**src/rtl/text_cursor_writer.sv**
```systemverilog
// ---------------------------------------------------------------------------
// text_cursor_writer
//
// Writer side of the 80x30 character-tile display. Accepts character codes
// over a valid/ready handshake and writes them into the tile RAM at the
// current cursor tile. It also handles CR, LF, BS and FF, wraps lines
// automatically, and clears rows or the whole screen with BLANK writes.
//
// Ports
//   clk         in   system/pixel clock
//   rst_n       in   asynchronous active-low reset
//   char_valid  in   char_data is valid this cycle
//   char_data   in   [7:0] character code
//   char_ready  out  high only in IDLE (combinational from state)
//   wr_en       out  tile RAM write strobe (registered)
//   wr_addr     out  [11:0] tile RAM address, row*COLS + column (registered)
//   wr_data     out  [7:0] tile RAM write data (registered)
//   cursor_x    out  [6:0] cursor column (registered)
//   cursor_y    out  [4:0] cursor row (registered)
//
// State table
//   state         | meaning
//   ST_IDLE       | waiting for and accepting character codes
//   ST_CLR_SCREEN | writing BLANK to tiles 0..COLS*ROWS-1, one per cycle
//   ST_CLR_ROW    | writing BLANK to the COLS tiles of the cursor row
// ---------------------------------------------------------------------------
module text_cursor_writer #(
   parameter int          COLS  = 80,
   parameter int          ROWS  = 30,
   parameter logic [7:0]  BLANK = 8'h20
) (
   input  logic        clk,
   input  logic        rst_n,
   input  logic        char_valid,
   input  logic [7:0]  char_data,
   output logic        char_ready,
   output logic        wr_en,
   output logic [11:0] wr_addr,
   output logic [7:0]  wr_data,
   output logic [6:0]  cursor_x,
   output logic [4:0]  cursor_y
);

   localparam logic [11:0] SCREEN_TILES = 12'(COLS * ROWS);
   localparam logic [11:0] ROW_TILES    = 12'(COLS);
   localparam logic [6:0]  LAST_COL     = 7'(COLS - 1);
   localparam logic [4:0]  LAST_ROW     = 5'(ROWS - 1);

   localparam logic [7:0] CODE_BS = 8'h08;
   localparam logic [7:0] CODE_LF = 8'h0A;
   localparam logic [7:0] CODE_FF = 8'h0C;
   localparam logic [7:0] CODE_CR = 8'h0D;

   typedef enum logic [1:0] {
      ST_IDLE       = 2'd0,
      ST_CLR_SCREEN = 2'd1,
      ST_CLR_ROW    = 2'd2
   } state_t;

   // Row base address as y*64 + y*16, avoiding a multiplier.
   function automatic logic [11:0] row_base(input logic [4:0] y);
      logic [11:0] y_w;
      y_w = {7'd0, y};
      return (y_w << 6) + (y_w << 4);
   endfunction

   state_t      r_state;
   logic [11:0] r_clr_cnt;
   logic [11:0] r_clr_base;
   logic [6:0]  r_x;
   logic [4:0]  r_y;
   logic        r_wr_en;
   logic [11:0] r_wr_addr;
   logic [7:0]  r_wr_data;

   state_t      w_state_nxt;
   logic [11:0] w_clr_cnt_nxt;
   logic [11:0] w_clr_base_nxt;
   logic [6:0]  w_x_nxt;
   logic [4:0]  w_y_nxt;
   logic        w_wr_en_nxt;
   logic [11:0] w_wr_addr_nxt;
   logic [7:0]  w_wr_data_nxt;

   logic [4:0]  w_next_row;
   logic [11:0] w_cur_addr;
   logic [11:0] w_next_row_base;
   logic        w_printable;
   logic        w_accept;

   assign w_next_row      = (r_y == LAST_ROW) ? 5'd0 : r_y + 5'd1;
   assign w_cur_addr      = row_base(r_y) + {5'd0, r_x};
   assign w_next_row_base = row_base(w_next_row);
   assign w_printable     = (char_data >= 8'h20) && (char_data <= 8'h7E);
   assign w_accept        = char_valid && (r_state == ST_IDLE);

   always_comb begin
      w_state_nxt    = r_state;
      w_clr_cnt_nxt  = r_clr_cnt;
      w_clr_base_nxt = r_clr_base;
      w_x_nxt        = r_x;
      w_y_nxt        = r_y;
      w_wr_en_nxt    = 1'b0;
      w_wr_addr_nxt  = r_wr_addr;
      w_wr_data_nxt  = r_wr_data;

      case (r_state)
         ST_IDLE: begin
            if (w_accept) begin
               if (w_printable) begin
                  w_wr_en_nxt   = 1'b1;
                  w_wr_addr_nxt = w_cur_addr;
                  w_wr_data_nxt = char_data;
                  if (r_x == LAST_COL) begin
                     // Character lands now; the new row's clear starts
                     // on the following cycle with counter at 0.
                     w_x_nxt        = 7'd0;
                     w_y_nxt        = w_next_row;
                     w_clr_base_nxt = w_next_row_base;
                     w_clr_cnt_nxt  = 12'd0;
                     w_state_nxt    = ST_CLR_ROW;
                  end else begin
                     w_x_nxt = r_x + 7'd1;
                  end
               end else if (char_data == CODE_CR) begin
                  w_x_nxt = 7'd0;
               end else if (char_data == CODE_LF) begin
                  // First clear write is issued at the acceptance edge.
                  w_x_nxt        = 7'd0;
                  w_y_nxt        = w_next_row;
                  w_clr_base_nxt = w_next_row_base;
                  w_wr_en_nxt    = 1'b1;
                  w_wr_addr_nxt  = w_next_row_base;
                  w_wr_data_nxt  = BLANK;
                  w_clr_cnt_nxt  = 12'd1;
                  w_state_nxt    = ST_CLR_ROW;
               end else if (char_data == CODE_BS) begin
                  if (r_x != 7'd0) begin
                     w_x_nxt       = r_x - 7'd1;
                     w_wr_en_nxt   = 1'b1;
                     w_wr_addr_nxt = w_cur_addr - 12'd1;
                     w_wr_data_nxt = BLANK;
                  end
               end else if (char_data == CODE_FF) begin
                  w_x_nxt       = 7'd0;
                  w_y_nxt       = 5'd0;
                  w_wr_en_nxt   = 1'b1;
                  w_wr_addr_nxt = 12'd0;
                  w_wr_data_nxt = BLANK;
                  w_clr_cnt_nxt = 12'd1;
                  w_state_nxt   = ST_CLR_SCREEN;
               end
            end
         end

         ST_CLR_SCREEN: begin
            if (r_clr_cnt == SCREEN_TILES) begin
               w_state_nxt = ST_IDLE;
            end else begin
               w_wr_en_nxt   = 1'b1;
               w_wr_addr_nxt = r_clr_cnt;
               w_wr_data_nxt = BLANK;
               w_clr_cnt_nxt = r_clr_cnt + 12'd1;
            end
         end

         ST_CLR_ROW: begin
            if (r_clr_cnt == ROW_TILES) begin
               w_state_nxt = ST_IDLE;
            end else begin
               w_wr_en_nxt   = 1'b1;
               w_wr_addr_nxt = r_clr_base + r_clr_cnt;
               w_wr_data_nxt = BLANK;
               w_clr_cnt_nxt = r_clr_cnt + 12'd1;
            end
         end

         default: begin
            w_state_nxt   = ST_CLR_SCREEN;
            w_clr_cnt_nxt = 12'd0;
         end
      endcase
   end

   always_ff @(posedge clk or negedge rst_n) begin
      if (!rst_n) begin
         r_state    <= ST_CLR_SCREEN;
         r_clr_cnt  <= 12'd0;
         r_clr_base <= 12'd0;
         r_x        <= 7'd0;
         r_y        <= 5'd0;
         r_wr_en    <= 1'b0;
         r_wr_addr  <= 12'd0;
         r_wr_data  <= 8'd0;
      end else begin
         r_state    <= w_state_nxt;
         r_clr_cnt  <= w_clr_cnt_nxt;
         r_clr_base <= w_clr_base_nxt;
         r_x        <= w_x_nxt;
         r_y        <= w_y_nxt;
         r_wr_en    <= w_wr_en_nxt;
         r_wr_addr  <= w_wr_addr_nxt;
         r_wr_data  <= w_wr_data_nxt;
      end
   end

   assign char_ready = (r_state == ST_IDLE);
   assign wr_en      = r_wr_en;
   assign wr_addr    = r_wr_addr;
   assign wr_data    = r_wr_data;
   assign cursor_x   = r_x;
   assign cursor_y   = r_y;

endmodule

```
**config.mk**
```make
export PLATFORM = sky130hd
export DESIGN_NAME = text_cursor_writer
export DESIGN_NICKNAME = d
export VERILOG_FILES = /design/src/rtl/text_cursor_writer.sv
export SDC_FILE = /design/constraint.sdc
export NUM_CORES = 1
export LEC_CHECK = 0
export BUFFER_PORTS_ARGS = -buffer_cell sky130_fd_sc_hd__buf_2
export CORE_AREA = 2 2 102 104
export CTS_CLUSTER_DIAMETER = 150
export DETAILED_ROUTE_END_ITERATION = 12
export DIE_AREA = 0 0 104 106
export PLACE_DENSITY = 0.7
export RECOVER_POWER = 50
export SLEW_MARGIN = 0
export SYNTH_ARGS = -nofsm -noshare
export SYNTH_HDL_FRONTEND = slang
export SYNTH_SLANG_ARGS = --single-unit
```
**constraint.sdc**
```tcl
create_clock -name clk -period 4.98 [get_ports clk]
set_input_delay 0.747 -clock clk [delete_from_list [all_inputs] [get_ports clk]]
set_output_delay 0.747 -clock clk [all_outputs]
set_load 0.01 [all_outputs]
```
==> qor.yml, run 1 <==
outcome:
  status: "finished with violations"
  violations: "capacitance limit, slew limit"
setup_path:
  cp_top_family: "compound AO/OA/AOI/OAI gates"
  crit_path_max_fanout: 11
  critPathArrivalTime_ns: 3.64
  slowest_stage: "o311ai_0"
  rr_worst_depth: 10
  cp-end-kind: "register"
  crit_chain: "inv_1 > fa_1 > inv_1 > ha_1 > a211o_1 > and3_1 > o311ai_0 > o31a_1 > nor3_1 > o41ai_1"
  slowest_delay_ns: 0.60
  path_class: "reg -> reg"
  cp.depth: 10
  critPathLaunchType: "register"
  cp.required_ns: 5.20
  cpMostUsedCell: "inv_1"
  critPathBufInv: 2
floorplanning:
  die_w_um: 104
  die_y_um: 106
  ios: 45
  core_area_um2: 10000
  die_area_um2: 11000
  initial_core_util_pct: 43.6
  row_count: 37
route:
  first_pass_iters: 4
  routed_wl_um: 11700
  wire_per_inst_um: 17.7
  ant_nets: 0
  drc: 0
  drt_iter0_drc: 263
  num_vias: 4000
  vias_per_cell: 6.08
placed_design:
  dpl.cell_count: 650
  io_buffers: 44
  dp_hpwl_um: 8690
  gp_congestion: 0.958
sta:
  period_share_pct: 68.7
  max_freq_mhz: 292
  finalHoldViolations: 0
  slew_headroom_pct: -104
  rsz0062_at_grt: "false"
  period_needed_ns: 3.42
  worstMarginPinSlew_ns: 3.06
  setup_viol: 0
  timing.setup.tns_ns: 0
  slew_violations: 56
  hold_slack_ns: 0.505
  fin_skew_ns: 0.0120
global_route:
  grt_pass1_wl_um: 18700
  track_usage_pct: 21.1
  grt_max_degree: 56
  globalRoute.totalOverflow: 0
  antenna_found_initial: 0
  grt_pass1_vias: 3785
cells_and_area:
  multi_input_area_um2: 2780
  area_growth_pct: 8.64
  stdcell_count: 658
  fillers: 986
  layout-drive-gt1-share_pct: 13.2
  fin_util_pct: 47.4
  seqCellArea_um2: 1380
  antenna_cells: 0
  nets: 565
clocking:
  holdBufCountCts: 0
  htree_levels: 2
  numCtsBuffers: 5
  cts_tree: "built"
  numClockSinks: 55
  insertion_delay_ns: 0.33
  clock_tree.root_cell: "clkbuf_8"
  clk_pin_slew_ns: 0.11
  post_cts_buffers: 0
  clockBufferDepth: 2
  cts_resized: 0
synthesis:
  async_reset_ff_share_pct: 100
  synth_area_leaders: "dfrtp_1 (31%), ha_1 (8.3%), o21ai_0 (4.8%)"
  syn_avg_cell_area_um2: 8.86
  yosysSeqAreaShare_pct: 31.6
  yosys_warnings: 0
  syn_nets: 536
  synth_most_common_cell: "dfrtp_1"
  synth_top_cell_area_share_pct: 31.0
  synth_edf_count: 0
  ys_ff_latch: 55
  yosys-top-cells-count: "dfrtp_1 (54), nand2_1 (42), o21ai_0 (42)"
  syn_area_um2: 4360
  synth-main-ff-cell: "dfrtp_1"
  synthDistinctLibCells: 73
  yosysTopAreaCell: "dfrtp_1"
  syn_inst: 492
power:
  leakage_nw: 2.10
  cellPowerDensity_nw_per_um2: 497
  ir_drop_v: 0.000209
hold_path:
  min_path_cells: 1
  min_path_type: "reg -> reg"
run:
  maxCapViolCount: 1
## metrics by stage
step	total power, mW	setup slack (ns)	cell area, µm²
after floorplan	1.70	1.71	4360
after global placement	2.05	1.61	4670
after detailed placement	2.10	1.51	4670
after CTS	2.36	1.55	4760
after global routing	2.54	1.14	4740
final	2.36	1.56	4740
## layout by cell type, fill, tap and decap left out, types with 10 or more instances in the layout
| cell | netlist | final |
|---|---|---|
| clkbuf_1 | 22 | 18 |
| nand3_1 | 11 | 11 |
| o21ai_0 | 42 | 42 |
| ha_1 | 29 | 29 |
| a21oi_1 | 33 | 33 |
| nand2_1 | 42 | 42 |
| nor2_1 | 29 | 29 |
| buf_2 | 1 | 27 |
| dfrtp_1 | 54 | 54 |
| inv_1 | 27 | 27 |
| mux2_2 | 14 | 14 |
| xnor2_1 | 10 | 10 |
## layer usage
| metal | track usage [%] | part of all wire, % | up-vias |
|---|---|---|---|
| met2 | 35.1 | 49 | 146 |
| met4 | 7.92 | 2.0 | 0 |
| met1 | 27.7 | 44 | 1930 |
| met5 | 0 | 0 | - |
| met3 | 3.43 | 5.6 | 18 |
| li1 | - | - | 1906 |
## worst paths after layout
kind	from	slack, ns	end
worst max-delay path	cursor_y[2]$_DFFE_PN0P_	1.56	wr_addr[11]$_DFFE_PN0P_
worst min-delay path	wr_data[7]$_DFFE_PN0P_	0.51	wr_data[7]$_DFFE_PN0P_
worst max register to register	cursor_y[2]$_DFFE_PN0P_	1.56	wr_addr[11]$_DFFE_PN0P_
worst min register to register	wr_data[7]$_DFFE_PN0P_	0.51	wr_data[7]$_DFFE_PN0P_
max in group asynchronous	rst_n	1.75	wr_addr[1]$_DFFE_PN0P_
min in group asynchronous	rst_n	1.51	wr_data[2]$_DFFE_PN0P_
## where the power goes
group / switching (mW) / leakage [nW] / internal, mW
clock: 0.170 / 0.0485 / 0.102
sequential: 0.132 / 0.731 / 0.574
combinational: 0.844 / 1.32 / 0.535
## kinds of logic (layout without fill, tap and decap cells)
family	Yosys count	in the layout	share of synthesized area, %
xor gates and xnor gates	17	17	3.73
AOI/OAI and AO/OA	155	155	23.5
muxes	16	16	4.08
DFF	55	55	31.6
and+or+nand+nor	164	164	22.3
adders and majority gates	33	33	10.2
buffers and inverters	52	82	4.68
## state kept, by name, indices dropped and copies added, names as in the netlist
name and flops:
wr_data 8, cursor_y 5, cursor_x 7, r_clr_base 8, wr_en 1, wr_addr 12
r_clr_cnt 12, r_state 2
## final cells by class
type	count	area share (%)
clock buffer	5	1.45
multi-input combinational	385	58.7
clock inverter	3	0.476
inverter	27	2.14
sequential	55	29.1
tap	136	3.59
timing repair buffer	47	4.60
Power figures use the tool's default switching activity.
==> inputs of run 2 (changes only) <==
--- a/config.mk
+++ b/config.mk
@@ -10,7 +10,7 @@
 export CTS_CLUSTER_DIAMETER = 150
 export DETAILED_ROUTE_END_ITERATION = 12
 export DIE_AREA = 0 0 104 106
-export PLACE_DENSITY = 0.7
+export PLACE_DENSITY = 0.72
 export RECOVER_POWER = 50
 export SLEW_MARGIN = 0
 export SYNTH_ARGS = -nofsm -noshare
==> constraint.sdc (replaced) <==
create_clock -name clk -period 2.9 [get_ports clk]
set_input_delay 0.435 -clock clk [delete_from_list [all_inputs] [get_ports clk]]
set_output_delay 0.435 -clock clk [all_outputs]
set_load 0.01 [all_outputs]
==> qor.yml, run 2 (synthesized netlist as in run 1, its figures left out) <==
placed_design:
  io_buffers: 44
  gp_congestion: 1.01
  dp_hpwl_um: 9480
  pre_cts_ws_ns: -0.0344
  dpl_cell_area_um2: 5030
hold_path:
  min_path_type: "in -> async"
cells_and_area:
  antenna_cells: 0
  post-route-cell-area_um2: 5300
  fillers: 943
  area_growth_pct: 21.7
  most-common-layout-cells: "dfrtp_1 (52), buf_4 (48), nand2_1 (42), o21ai_0 (40), a21oi_1 (32)"
  layout_commonest_cell: "dfrtp_1"
  layout-drive-gt1-share_pct: 25.2
  nets: 615
run:
  maxCapViolCount: 0
clocking:
  clk_pin_slew_ns: 0.10
  clockBufferDepth: 2
  numCtsBuffers: 5
  insertion_delay_ns: 0.33
  htree_levels: 2
  numClockSinks: 55
  clock_tree.root_cell: "clkbuf_8"
  cts_tree: "built"
  holdBufCountCts: 0
sta:
  period_share_pct: 98.4
  setup_viol: 0
  setup_ws_ns: 0.0468
  rsz0062_at_grt: "true"
  max_freq_mhz: 350
  finalHoldViolations: 0
  worstMarginPinSlew_ns: 1.09
  slew_violations: 0
  hold_slack_ns: 0.280
  fin_skew_ns: 0.0109
  slew_headroom_pct: 27.4
  timing.setup.tns_ns: 0
  period_needed_ns: 2.85
route:
  wire_per_inst_um: 17.9
  num_vias: 4339
  first_pass_iters: 5
  drc: 0
  ant_nets: 0
  vias_per_cell: 6.13
  drt_iter0_drc: 276
  routed_wl_um: 12700
global_route:
  antenna_found_initial: 0
  globalRoute.totalOverflow: 0
  track_usage_pct: 22.4
  grt_max_degree: 39
  grt_pass1_wl_um: 20100
  grt_pass1_vias: 4106
setup_path:
  crit_chain: "buf_6 > ha_4 > a31oi_2 > mux2_4 > ha_1 > inv_1 > fa_2 > inv_1 > a21oi_1 > o21a_1 > o31a_1 > o21a_1 > o41ai_2"
  critPathLaunchType: "register"
  critPathArrivalTime_ns: 3.08
  path_class: "reg -> reg"
  slowest_delay_ns: 0.41
  cp-end-kind: "register"
  cp_top_family: "compound AO/OA/AOI/OAI gates"
  critPathBufInv: 3
  slowest_stage: "dfrtp_1"
  crit_path_max_fanout: 8
  cp.required_ns: 3.13
  r2r_slack_ns: 0.05
floorplanning:
  initial_core_util_pct: 43.6
  die_y_um: 106
  ios: 45
  core_area_um2: 10000
  die_area_um2: 11000
  die_w_um: 104
  row_count: 37
power:
  leakage_nw: 2.38
  ir_drop_v: 0.000529
  cellPowerDensity_nw_per_um2: 870
  finalPower_mw: 4.61
outcome:
  status: "finished clean"
-- run 2: final timing paths --
kind / from / end / cells after the start
max reg2reg: cursor_y[0]$_DFFE_PN0P_ / wr_addr[10]$_DFFE_PN0P_ / 13
max in group asynchronous: rst_n / cursor_x[2]$_DFFE_PN0P_ / 2
max: cursor_y[0]$_DFFE_PN0P_ / wr_addr[10]$_DFFE_PN0P_ / 13
min: rst_n / wr_data[7]$_DFFE_PN0P_ / 1
min in group clk: char_data[3] / wr_data[3]$_DFFE_PN0P_ / 3
min reg2reg: r_clr_base[7]$_DFFE_PN0P_ / r_clr_base[7]$_DFFE_PN0P_ / 2
-- run 2: per-layer routing --
metal / vias up / share of wire (%) / track usage (%)
li1: 2017 / - / -
met1: 2097 / 43 / 29.1
met2: 185 / 47 / 37.5
met3: 40 / 6.7 / 3.31
met4: 0 / 3.4 / 9.65
met5: - / 0 / 0
-- run 2: cell type report --
| class | count | area (µm²) | share of cell area, % |
|---|---|---|---|
| Timing Repair Buffer | 97 | 628 | 11.8 |
| Inverter | 27 | 101 | 1.91 |
| Clock buffer | 6 | 72.6 | 1.37 |
| Multi-Input combinational cell | 385 | 2930 | 55.3 |
| Tap cell | 136 | 170 | 3.21 |
| Sequential cell | 55 | 1380 | 26.0 |
| Clock inverter | 2 | 17.5 | 0.330 |
-- run 2: report_power, final --
group / switching [mW] / internal (mW) / leakage (nW)
Combinational: 1.71 / 1.31 / 1.61
Clock: 0.274 / 0.174 / 0.0454
Sequential: 0.153 / 0.988 / 0.728
-- run 2: worst reg2reg max path, stage by stage (launching register included) --
cell and delay (ns):
dfrtp_1 0.41, buf_6 0.16, ha_4 0.18, a31oi_2 0.17, mux2_4 0.18, ha_1 0.16
inv_1 0.07, fa_2 0.34, inv_1 0.07, a21oi_1 0.08, o21a_1 0.21, o31a_1 0.29
o21a_1 0.13, o41ai_2 0.32
-- run 2: metrics by stage --
| step | util [%] | instances |
|---|---|---|
| 6_report | 53.0 | 708 |
| 5_1_grt | 53.0 | 708 |
| 4_1_cts | 51.5 | 699 |
| 3_5_place_dp | 50.3 | 691 |
| 3_3_place_gp | 50.3 | 691 |
| 2_1_floorplan | - | 492 |
-- run 2: what timing repair did --
action,in CTS,in global routing
resized for setup,6,26
setup buffers,0,9
pin swaps,2,11
setup endpoints to repair,4,5
==> inputs of run 3 (changes only) <==
--- a/config.mk
+++ b/config.mk
@@ -5,12 +5,13 @@
 export SDC_FILE = /design/constraint.sdc
 export NUM_CORES = 1
 export LEC_CHECK = 0
+export ABC_CLOCK_PERIOD_IN_PS = 2900
 export BUFFER_PORTS_ARGS = -buffer_cell sky130_fd_sc_hd__buf_2
-export CORE_AREA = 2 2 102 104
+export CORE_AREA = 2 2 93 95
 export CTS_CLUSTER_DIAMETER = 150
 export DETAILED_ROUTE_END_ITERATION = 12
-export DIE_AREA = 0 0 104 106
-export PLACE_DENSITY = 0.72
+export DIE_AREA = 0 0 95 97
+export PLACE_DENSITY = 0.78
 export RECOVER_POWER = 50
 export SLEW_MARGIN = 0
 export SYNTH_ARGS = -nofsm -noshare
==> qor.yml, run 3 (synthesized netlist as in run 1, its figures left out) <==
run:
  maxCapViolCount: 1
sta:
  setup_viol: 0
  rsz0062_at_grt: "true"
  finalHoldViolations: 0
  hold_slack_ns: 0.380
  fin_skew_ns: 0.0114
  period_needed_ns: 2.89
  slew_headroom_pct: -37.1
  worstMarginPinSlew_ns: 2.06
  slew_violations: 37
  max_freq_mhz: 346
  period_share_pct: 99.7
cells_and_area:
  layout_commonest_cell: "dfrtp_1"
  area_growth_pct: 17.9
  nets: 605
  layout-drive-gt1-share_pct: 22.2
  antenna_cells: 0
  most-common-layout-cells: "dfrtp_1 (53), nand2_1 (42), o21ai_0 (41), buf_4 (39), a21oi_1 (30)"
floorplanning:
  row_count: 33
  initial_core_util_pct: 53.6
  die_area_um2: 9220
  die_y_um: 97
  die_w_um: 95
  ios: 45
  core_area_um2: 8130
setup_path:
  cp-end-kind: "register"
  critPathLaunchType: "register"
  rr_endpoint: "wr_addr[10]$_DFFE_PN0P_"
  path_class: "reg -> reg"
  r2r-start: "cursor_y[0]$_DFFE_PN0P_"
  rr_worst_depth: 13
  cp.required_ns: 3.11
  critPathArrivalTime_ns: 3.11
  r2r_slack_ns: 0.007
  crit_path_max_fanout: 8
power:
  ir_drop_v: 0.000619
  leakage_nw: 2.33
  cellPowerDensity_nw_per_um2: 902
  finalPower_mw: 4.63
global_route:
  antenna_found_initial: 0
  globalRoute.totalOverflow: 0
  grt_pass1_wl_um: 19500
  track_usage_pct: 26.6
  grt_max_degree: 37
  grt_pass1_vias: 4071
placed_design:
  dp_hpwl_um: 9210
  io_buffers: 44
  gp_congestion: 0.884
route:
  ant_nets: 0
  routed_wl_um: 12200
  num_vias: 4233
  first_pass_iters: 6
  drc: 0
  wire_per_inst_um: 18.2
  drt_iter0_drc: 369
  vias_per_cell: 6.35
clocking:
  htree_levels: 2
  holdBufCountCts: 0
  clock_tree.root_cell: "clkbuf_8"
  insertion_delay_ns: 0.32
  clk_pin_slew_ns: 0.10
  numClockSinks: 55
  numCtsBuffers: 5
  clockBufferDepth: 2
  cts_tree: "built"
hold_path:
  min_path_type: "in -> reg"
  min_from: "char_data[3]"
  min_path_cells: 3
  hold_end: "wr_data[3]$_DFFE_PN0P_"
outcome:
  violations: "capacitance limit, slew limit"
  status: "finished with violations"
## run 3: layout make-up
type	count	area, µm²
multi-input combinational	385	2870
inverter	27	101
tap	105	131
clock buffer	5	68.8
sequential	55	1380
timing repair buffer	87	531
fill	691	3000
clock inverter	3	55.1
## run 3: metal layers
metal / vias to the layer above / global-route usage (%) / routed length [µm]
li1: 1984 / - / -
met1: 2044 / 35.6 / 5150
met2: 173 / 44.2 / 5870
met3: 32 / 3.97 / 799
met4: 0 / 8.03 / 349
met5: - / 0 / 0
## run 3: through the flow
stage	std cells	util [%]	setup slack (ns)	instance area (µm²)	setup TNS, ns
5_1_grt	667	63.2	-0.111	5140	-0.224
6_report	667	63.2	0.00746	5140	0
3_3_place_gp	655	60.6	0.0262	4930	0
2_1_floorplan	492	-	-0.0443	4380	-0.111
4_1_cts	663	62.6	0.00126	5090	0
3_5_place_dp	655	60.6	-0.0722	4930	-0.156
## run 3: worst max-delay path by stage
stage                             from                       to  slack [ns]  cells past startpoint
2_1_floorplan  cursor_y[2]$_DFFE_PN0P_   wr_addr[7]$_DFFE_PN0P_       -0.04                     10
3_3_place_gp   cursor_y[1]$_DFFE_PN0P_   wr_addr[9]$_DFFE_PN0P_        0.03                     11
3_5_place_dp   cursor_y[0]$_DFFE_PN0P_  wr_addr[10]$_DFFE_PN0P_       -0.07                     13
4_1_cts        cursor_y[2]$_DFFE_PN0P_  wr_addr[11]$_DFFE_PN0P_       0.001                     11
5_1_grt        cursor_y[0]$_DFFE_PN0P_  wr_addr[10]$_DFFE_PN0P_       -0.11                     12
6_report       cursor_y[0]$_DFFE_PN0P_  wr_addr[10]$_DFFE_PN0P_       0.007                     13
## run 3: critical path, cell delays in order (launching register included)
cell     delay [ns]
dfrtp_1        0.41
buf_4          0.18
ha_2           0.22
a31oi_1        0.18
mux2_4         0.19
ha_1           0.16
inv_1          0.06
fa_2           0.34
inv_1          0.06
a21oi_1        0.07
o21a_1         0.21
o31a_1         0.28
o21a_1         0.12
o41ai_2        0.33
## run 3: power breakdown
group | internal, mW | switching (mW)
clock network | 0.266 | 0.285
logic | 1.25 | 1.67
registers | 0.988 | 0.169
## run 3: repair_timing
action / 4_1_cts / 5_1_grt
endpoints found under the setup margin: 4 / 5
pin swaps: 4 / 12
hold endpoints to repair: 0 / 0
buffers inserted: 0 / 4
resized for setup: 10 / 11
